==> src/rtl/sound_wave_ram.sv <==
// sound_wave_ram: 16-byte channel-3 wave RAM with a CPU port at 0xFF30-0xFF3F
// and a two-stage playback pipeline (position update, then nibble fetch).
// Optional build macro WAVE_RAM_LOCK_EN: while iPlay is high, CPU accesses in
// range are redirected to the byte currently being played (DMG access quirk).
module sound_wave_ram (
    input  logic        iClock,
    input  logic        iReset,
    input  logic [15:0] iAddr,
    input  logic [7:0]  iData,
    input  logic        iWe,
    input  logic        iRe,
    output logic [7:0]  oData,
    output logic        oDataValid,
    input  logic        iPlay,
    input  logic        iTrigger,
    input  logic        iStepReq,
    output logic [3:0]  oSample,
    output logic        oSampleValid,
    output logic [4:0]  oPosition
);

    localparam int unsigned ByteCount = 16;
    localparam int unsigned IdxW      = 4;
    localparam int unsigned ByteW     = 8;

    // Power-on triangle wave, byte 0 in the most significant position
    localparam logic [ByteCount*ByteW-1:0] Triangle =
        128'h0123_4567_89AB_CDEF_FEDC_BA98_7654_3210;

    logic [ByteW-1:0] ram [ByteCount];
    logic             inRange;
    logic [IdxW-1:0]  cpuIdx;
    logic             fetchPending;
    logic [ByteW-1:0] fetchByte;
    logic [3:0]       fetchNibble;

    // Address decode for the 0xFF30-0xFF3F window
    always_comb begin
        inRange = (iAddr[15:4] == 12'hFF3);
    end

    // CPU byte select; the lock build follows the playback pointer while playing
    always_comb begin
`ifdef WAVE_RAM_LOCK_EN
        cpuIdx = iPlay ? oPosition[4:1] : iAddr[3:0];
`else
        cpuIdx = iAddr[3:0];
`endif
    end

    // Nibble at the current pointer; even positions use the high nibble
    always_comb begin
        fetchByte   = ram[oPosition[4:1]];
        fetchNibble = oPosition[0] ? fetchByte[3:0] : fetchByte[7:4];
    end

    // Wave storage: reset loads the triangle, CPU writes otherwise
    always_ff @(posedge iClock) begin
        if (iReset) begin
            for (int k = 0; k < ByteCount; k++) begin
                ram[k] <= Triangle[ByteW*(ByteCount-1-k) +: ByteW];
            end
        end else if (iWe && inRange) begin
            ram[cpuIdx] <= iData;
        end
    end

    // CPU read port: returns the pre-write byte, data held between reads
    always_ff @(posedge iClock) begin
        if (iReset) begin
            oData      <= 8'h00;
            oDataValid <= 1'b0;
        end else if (iRe && inRange) begin
            oData      <= ram[cpuIdx];
            oDataValid <= 1'b1;
        end else begin
            oDataValid <= 1'b0;
        end
    end

    // Pipeline stage 1: playback pointer; trigger beats step
    always_ff @(posedge iClock) begin
        if (iReset) begin
            oPosition    <= 5'd0;
            fetchPending <= 1'b0;
        end else if (iTrigger) begin
            oPosition    <= 5'd0;
            fetchPending <= 1'b1;
        end else if (iStepReq && iPlay) begin
            oPosition    <= oPosition + 5'd1;
            fetchPending <= 1'b1;
        end else begin
            fetchPending <= 1'b0;
        end
    end

    // Pipeline stage 2: fetch the sample at the new pointer (read-before-write)
    always_ff @(posedge iClock) begin
        if (iReset) begin
            oSample      <= 4'h0;
            oSampleValid <= 1'b0;
        end else if (fetchPending) begin
            oSample      <= fetchNibble;
            oSampleValid <= 1'b1;
        end else begin
            oSampleValid <= 1'b0;
        end
    end

endmodule

==> config.mk <==
export PLATFORM = sky130hd
export DESIGN_NAME = sound_wave_ram
export DESIGN_NICKNAME = d
export VERILOG_FILES = /design/src/rtl/sound_wave_ram.sv
export SDC_FILE = /design/constraint.sdc
export NUM_CORES = 1
export LEC_CHECK = 0
export CAP_MARGIN = 10
export CORE_MARGIN = 4
export CORE_UTILIZATION = 54
export DETAILED_ROUTE_END_ITERATION = 7
export GPL_ROUTABILITY_DRIVEN = 1
export PLACE_DENSITY = 0.74
export SLEW_MARGIN = 40
export SYNTH_ARGS = -nofsm -noshare
export SYNTH_HDL_FRONTEND = slang
export SYNTH_SLANG_ARGS = --single-unit
==> constraint.sdc <==
create_clock -name iClock -period 3.18 [get_ports iClock]
set_clock_uncertainty 0.1 [all_clocks]
set_input_delay 0.954 -clock iClock [delete_from_list [all_inputs] [get_ports iClock]]
set_output_delay 0.954 -clock iClock [all_outputs]
set_load 0.01 [all_outputs]
==> results of run 1 <==
-- per-layer routing --
layer	share of wire, %	track usage, %
met1	40	33.2
met2	48	42.1
met3	7.9	6.39
met4	3.7	11.3
met5	0.064	0
-- worst min-delay path by stage --
| stage | cells past startpoint | start | slack (ps) | end |
|---|---|---|---|---|
| 2_1_floorplan | 1 | oData[7] | 410 | oData[7] |
| 3_3_place_gp | 1 | oData[7] | 370 | oData[7] |
| 4_1_cts | 1 | oData[2] | 390 | oData[2] |
| 5_1_grt | 1 | oData[6] | 390 | oData[6] |
| 6_report | 1 | oData[3] | 380 | oData[3] |
| 3_5_place_dp | 1 | oData[2] | 370 | oData[2] |
-- logic make-up after synthesis --
logic type	share of synthesized area (%)
buffers and inverters	4.45
DFF	55.3
AOI/OAI and AO/OA	5.70
adders and majority gates	0.160
muxes	19.8
and+or+nand+nor	14.1
xor gates and xnor gates	0.448
-- registers in the layout (all words and copies together), names as in the netlist, named ones only --
signal        flops
oSample           4
oDataValid        1
oData             8
ram             128
oSampleValid      1
fetchPending      1
oPosition         5
-- worst max-delay path: cells and delay by family --
| family | cells | cell delay, ps |
|---|---|---|
| AND/OR/NAND/NOR | 5 | 1470 |
| buffers and inverters | 2 | 530 |
-- metrics by stage --
step / total power [mW] / setup TNS [ps] / worst slack, ps
6_report: 4.69 / 0 / 268
5_1_grt: 4.83 / 0 / 129
4_1_cts: 4.69 / 0 / 290
3_5_place_dp: 2.76 / -7350 / -154
3_3_place_gp: 2.74 / -4340 / -118
2_1_floorplan: 2.57 / 0 / 293
-- layout by cell type (no fill, tap or decap), types with 6 or more instances in the layout --
master | Yosys | final
a22o_1 | 8 | 8
nor2_1 | 34 | 34
inv_1 | 8 | 8
a22oi_1 | 32 | 32
dfxtp_1 | 24 | 23
nor3_1 | 32 | 32
nand2b_1 | 25 | 25
buf_4 | 1 | 52
mux2i_1 | 65 | 65
or2_2 | 14 | 14
buf_12 | 2 | 6
edfxtp_1 | 128 | 128
nor4_1 | 22 | 22
or3_1 | 13 | 13
a21oi_1 | 17 | 17
mux4_2 | 40 | 40
clkbuf_16 | 0 | 17
clkdlybuf4s50_1 | 0 | 47
nand2_1 | 41 | 41
-- cell type report --
cell class,instances,area [um^2]
Clock buffer,17,425
Clock inverter,15,151
Fill cell,1005,4740
Inverter,9,33.8
Multi-Input combinational cell,376,3150
Sequential cell,152,4330
Tap cell,180,225
Timing Repair Buffer,107,991
-- power groups by stage --
stage	clock network, mW	registers [mW]	logic [mW]
6_report	1.97	2.31	0.414
5_1_grt	2.08	2.31	0.435
4_1_cts	1.97	2.30	0.412
3_5_place_dp	0	2.35	0.411
3_3_place_gp	0	2.34	0.406
2_1_floorplan	0	2.32	0.253
==> results.yml, run 1 <==
run_status:
  outcome: "completed"
placed_design:
  io_buffers: 49
  dp_hpwl_mm: 14.8
  gp_congestion: 0.922
  placed_area_um2: 8720
  placed_cells: 824
final_layout:
  fin_cells: 856
  design_area_um2: 9300
  drive_gt1_share_pct: 22.3
  nNetsFinal: 695
  num_antenna_cells: 0
  areaGrowthSynthToFinish_pct: 19.0
  fin_util_pct: 66.2
clocking:
  htreeDepth: 4
  clock_latency_ps: 430
  cts_tree: "built"
  hold_buffers: 0
  clockRootBuffer: "clkbuf_16"
  cts_resized: 0
  cts_sinks: 152
  clk_pin_slew_worst_paths_ps: 60
  cts_made_buffers: 17
  clockBufferDepth: 2
  postCtsSetupBuffers: 0
drt:
  vias: 5455
  dr.pass1.iters: 5
  wirelength_mm: 20.3
  avgViaCountPerCell: 6.37
  drtAntennaViolNets: 0
  dr.first_iter.drc_count: 553
  drc: 0
  avgRoutedWirePerCell_um: 23.7
global_route:
  grt_max_degree: 30
  overflow: 0
  gr-usage-all-layers_pct: 25.9
  antenna_found_initial: 1
  grt_pass1_wl_mm: 31.4
  grt_pass1_vias: 5490
worst_setup_path:
  max_stage_delay_ps: 420
  r2r_cells: 6
  cp_slowest_cell: "or2_2"
  critPathRequiredTime_ps: 3230
  endpoint: "ram[9][2]"
  r2r-end: "oSample[3]"
  worstPathCellList: "clkdlybuf4s50_1 > nand4b_1 > nor3_4 > nand4b_1 > or2_2 > nand2b_1 > buf_12"
  crit_top_cell: "nand4b_1"
  startpoint_type: "primary input"
  critPathKind: "in -> reg"
  cp_max_fo: 8
  r2r_slack_ps: 730
  endpoint_kind: "flop"
  cp-startpoint: "iAddr[6]"
  cp.arrival_ps: 2960
synth:
  synth.most_common_cell: "edfxtp_1"
  synth_edf_count: 128
  synthTopCellsByCount: "128 x edfxtp_1, 65 x mux2i_1, 41 x nand2_1"
  syn_area_per_cell_um2: 13.2
  synth_top_area_cell: "edfxtp_1"
  async_flop_share_pct: 0
  syn_inst: 592
  yosys_warnings: 0
  ys_ff_latch: 152
  synth_fp_nets: 624
  synth_top_area_share_pct: 49.2
  synth-seq-area-share_pct: 55.3
  synth_cell_type_count: 38
  synthFlopType: "edfxtp_1"
  netlist_area_um2: 7820
  yosys-top-cells-area: "edfxtp_1 49%, mux4_2 12%, mux2i_1 8.3%"
sta:
  hold_viol_final: 0
  fmax_mhz: 343
  holdWs_ps: 385
  setup_viol: 0
  period_share_pct: 91.6
  period_needed_ps: 2910
  max-slew-margin-rel_pct: 51.9
  rsz0062_at_grt: "no"
  drv_slew: 0
  worst_pin_slew_ps: 722
floorplan:
  fp-row-count: 43
  die_height_um: 128
  core_area_um2: 14000
  start_util_pct: 55.7
  die_w_um: 128
  fp.dieArea_um2: 16500
  ios: 50
power_and_ir_drop:
  p_comb_share_pct: 8.8
  vdd_drop_max_uv: 332
  powerDensity_nw_per_um2: 504
  intPower_mw: 3.60
  pwr-share-clk_pct: 41.9
  pwr-share-seq_pct: 49.2
  p_sw_share_pct: 23.2
  p_switching_mw: 1.09
  p_leak_nw: 3.00
hold_path:
  hold_class: "reg -> reg"
flow_run:
  cap_violations: 0
Power figures use the tool's default switching activity.
==> run 2, diff against run 1 <==
--- a/config.mk
+++ b/config.mk
@@ -5,6 +5,7 @@
 export SDC_FILE = /design/constraint.sdc
 export NUM_CORES = 1
 export LEC_CHECK = 0
+export ABC_AREA = 0
 export CAP_MARGIN = 10
 export CORE_MARGIN = 4
 export CORE_UTILIZATION = 54
==> results of run 2 <==
Final layout, timing and power as in run 1 (identical DEF).
==> run 3, diff against run 2 <==
==> constraint.sdc (replaced) <==
create_clock -name iClock -period 2.8 [get_ports iClock]
set_clock_uncertainty 0.1 [all_clocks]
set_input_delay 0.84 -clock iClock [delete_from_list [all_inputs] [get_ports iClock]]
set_output_delay 0.84 -clock iClock [all_outputs]
set_load 0.01 [all_outputs]
==> run 3 against run 2 <==
- setup slack worse by 140 ps
- final cell count is 2.1% higher
- worst hold slack worse by 7.1 ps
- first-iteration DRC count is 37% higher
- via count is 3.6% higher
- combinational power is 18% higher
- sequential share of layout area is 0.85 points lower
==> results.yml, run 3 (synthesis results as in run 1) <==
worst_setup_path:
  endpoint_kind: "flop"
  r2r-end: "oSample[3]"
  cp_max_fo: 7
  critPathRequiredTime_ps: 2850
  r2r_cells: 6
  worstPathCellList: "clkdlybuf4s50_1 > nand4b_1 > nor3_4 > buf_12 > nand4b_4 > or3b_1 > nand2b_1 > buf_4"
  cp-startpoint: "iAddr[6]"
  critPathKind: "in -> reg"
  startpoint_type: "primary input"
  cp_slowest_cell: "or3b_1"
  r2r_slack_ps: 390
  max_stage_delay_ps: 490
  endpoint: "ram[5][6]"
  cp.arrival_ps: 2720
placed_design:
  io_buffers: 49
  dp_hpwl_mm: 15.2
  placed_cells: 840
  gp_congestion: 0.961
  placed_area_um2: 8850
global_route:
  antenna_found_initial: 0
  grt_pass1_vias: 5636
  grt_pass1_wl_mm: 32.2
  grt_max_degree: 40
  overflow: 0
  gr-usage-all-layers_pct: 26.7
run_status:
  outcome: "completed"
final_layout:
  nNetsFinal: 713
  design_area_um2: 9470
  largest-register: "ram"
  seq_area_um2: 4330
  layout.cells.most_common: "edfxtp_1"
  multi_input_area_um2: 3150
  largestRegisters: "ram x128, oData x8, oPosition x5"
  final_cell_mix: "128 x edfxtp_1, 70 x buf_4, 65 x mux2i_1, 47 x clkdlybuf4s50_1, 41 x nand2_1"
  largest_reg_flops: 128
  drive_gt1_share_pct: 24.2
  fin_cells: 874
  fillers: 969
  num_antenna_cells: 0
  areaGrowthSynthToFinish_pct: 21.2
  fin_util_pct: 67.5
drt:
  drtAntennaViolNets: 0
  dr.pass1.iters: 5
  dr.first_iter.drc_count: 759
  avgViaCountPerCell: 6.47
  drc: 0
  vias: 5652
  avgRoutedWirePerCell_um: 24.1
  wirelength_mm: 21.1
floorplan:
  fp-row-count: 43
  die_height_um: 128
  core_area_um2: 14000
  fp.dieArea_um2: 16500
  ios: 50
  die_w_um: 128
  start_util_pct: 55.7
clocking:
  cts_tree: "built"
  cts_resized: 0
  hold_buffers: 0
  cts_sinks: 152
  clockBufferDepth: 2
  cts_made_buffers: 17
  clockRootBuffer: "clkbuf_16"
  clk_pin_slew_worst_paths_ps: 60
  clock_latency_ps: 430
  htreeDepth: 4
sta:
  hold_viol_final: 0
  drv_slew: 0
  rsz0062_at_grt: "no"
  fmax_mhz: 375
  setup_viol: 0
  period_share_pct: 95.4
  period_needed_ps: 2670
  worst_pin_slew_ps: 821
  max-slew-margin-rel_pct: 45.2
hold_path:
  hold_class: "reg -> reg"
  hp-start: "oData[2]"
flow_run:
  cap_violations: 0
power_and_ir_drop:
  vdd_drop_max_uv: 435
  powerDensity_nw_per_um2: 579
  p_leak_nw: 3.10
-- run 3: worst min path at each step --
stage | cells after the start | slack, ps | end
final | 1 | 380 | oData[2]
after global placement | 1 | 360 | oData[7]
after global routing | 1 | 390 | oData[2]
after CTS | 1 | 380 | oData[2]
after detailed placement | 1 | 370 | oData[2]
after floorplan | 1 | 410 | oData[7]
-- run 3: metal layers --
metal	part of all wire, %	up-vias	wire length (um)	global-route usage [%]
met5	0	-	0	0
met4	3.4	0	719	11.7
met3	10	47	2210	6.48
met2	49	384	10400	43.6
met1	37	2749	7770	34.1
li1	-	2472	-	-
-- run 3: repair_timing --
| item | CTS | global route |
|---|---|---|
| setup endpoints to repair | 0 | 27 |
| hold endpoints to repair | 0 | 0 |
| buffers inserted | 0 | 2 |
-- run 3: where the power goes --
group | switching, mW | internal [mW] | leakage (nW)
registers | 0.0729 | 2.55 | 1.45
logic | 0.250 | 0.238 | 1.37
clock network | 0.890 | 1.48 | 0.280
total | 1.21 | 4.27 | 3.10
-- run 3: final cells by class --
class / count / area share [%]
well taps: 180 / 2.38
inverters: 9 / 0.357
clock buffers: 19 / 4.57
repair buffers: 125 / 11.9
multi-input cells: 376 / 33.2
flip-flops and latches: 152 / 45.7
clock inverters: 13 / 1.89
-- run 3: critical path: cells and delay by family --
kind | cells | cell delay [ps]
buffers and inverters | 3 | 700
and+or+nand+nor | 5 | 1180
-- run 3: through the flow --
step	hold slack [ps]	setup slack [ps]	setup TNS [ps]	power (mW)
2_1_floorplan	411	26.9	0	2.92
5_1_grt	387	11.3	0	5.62
6_report	378	130	0	5.48
4_1_cts	379	7.92	0	5.49
3_5_place_dp	366	-416	-44350	3.15
3_3_place_gp	362	-345	-35190	3.13
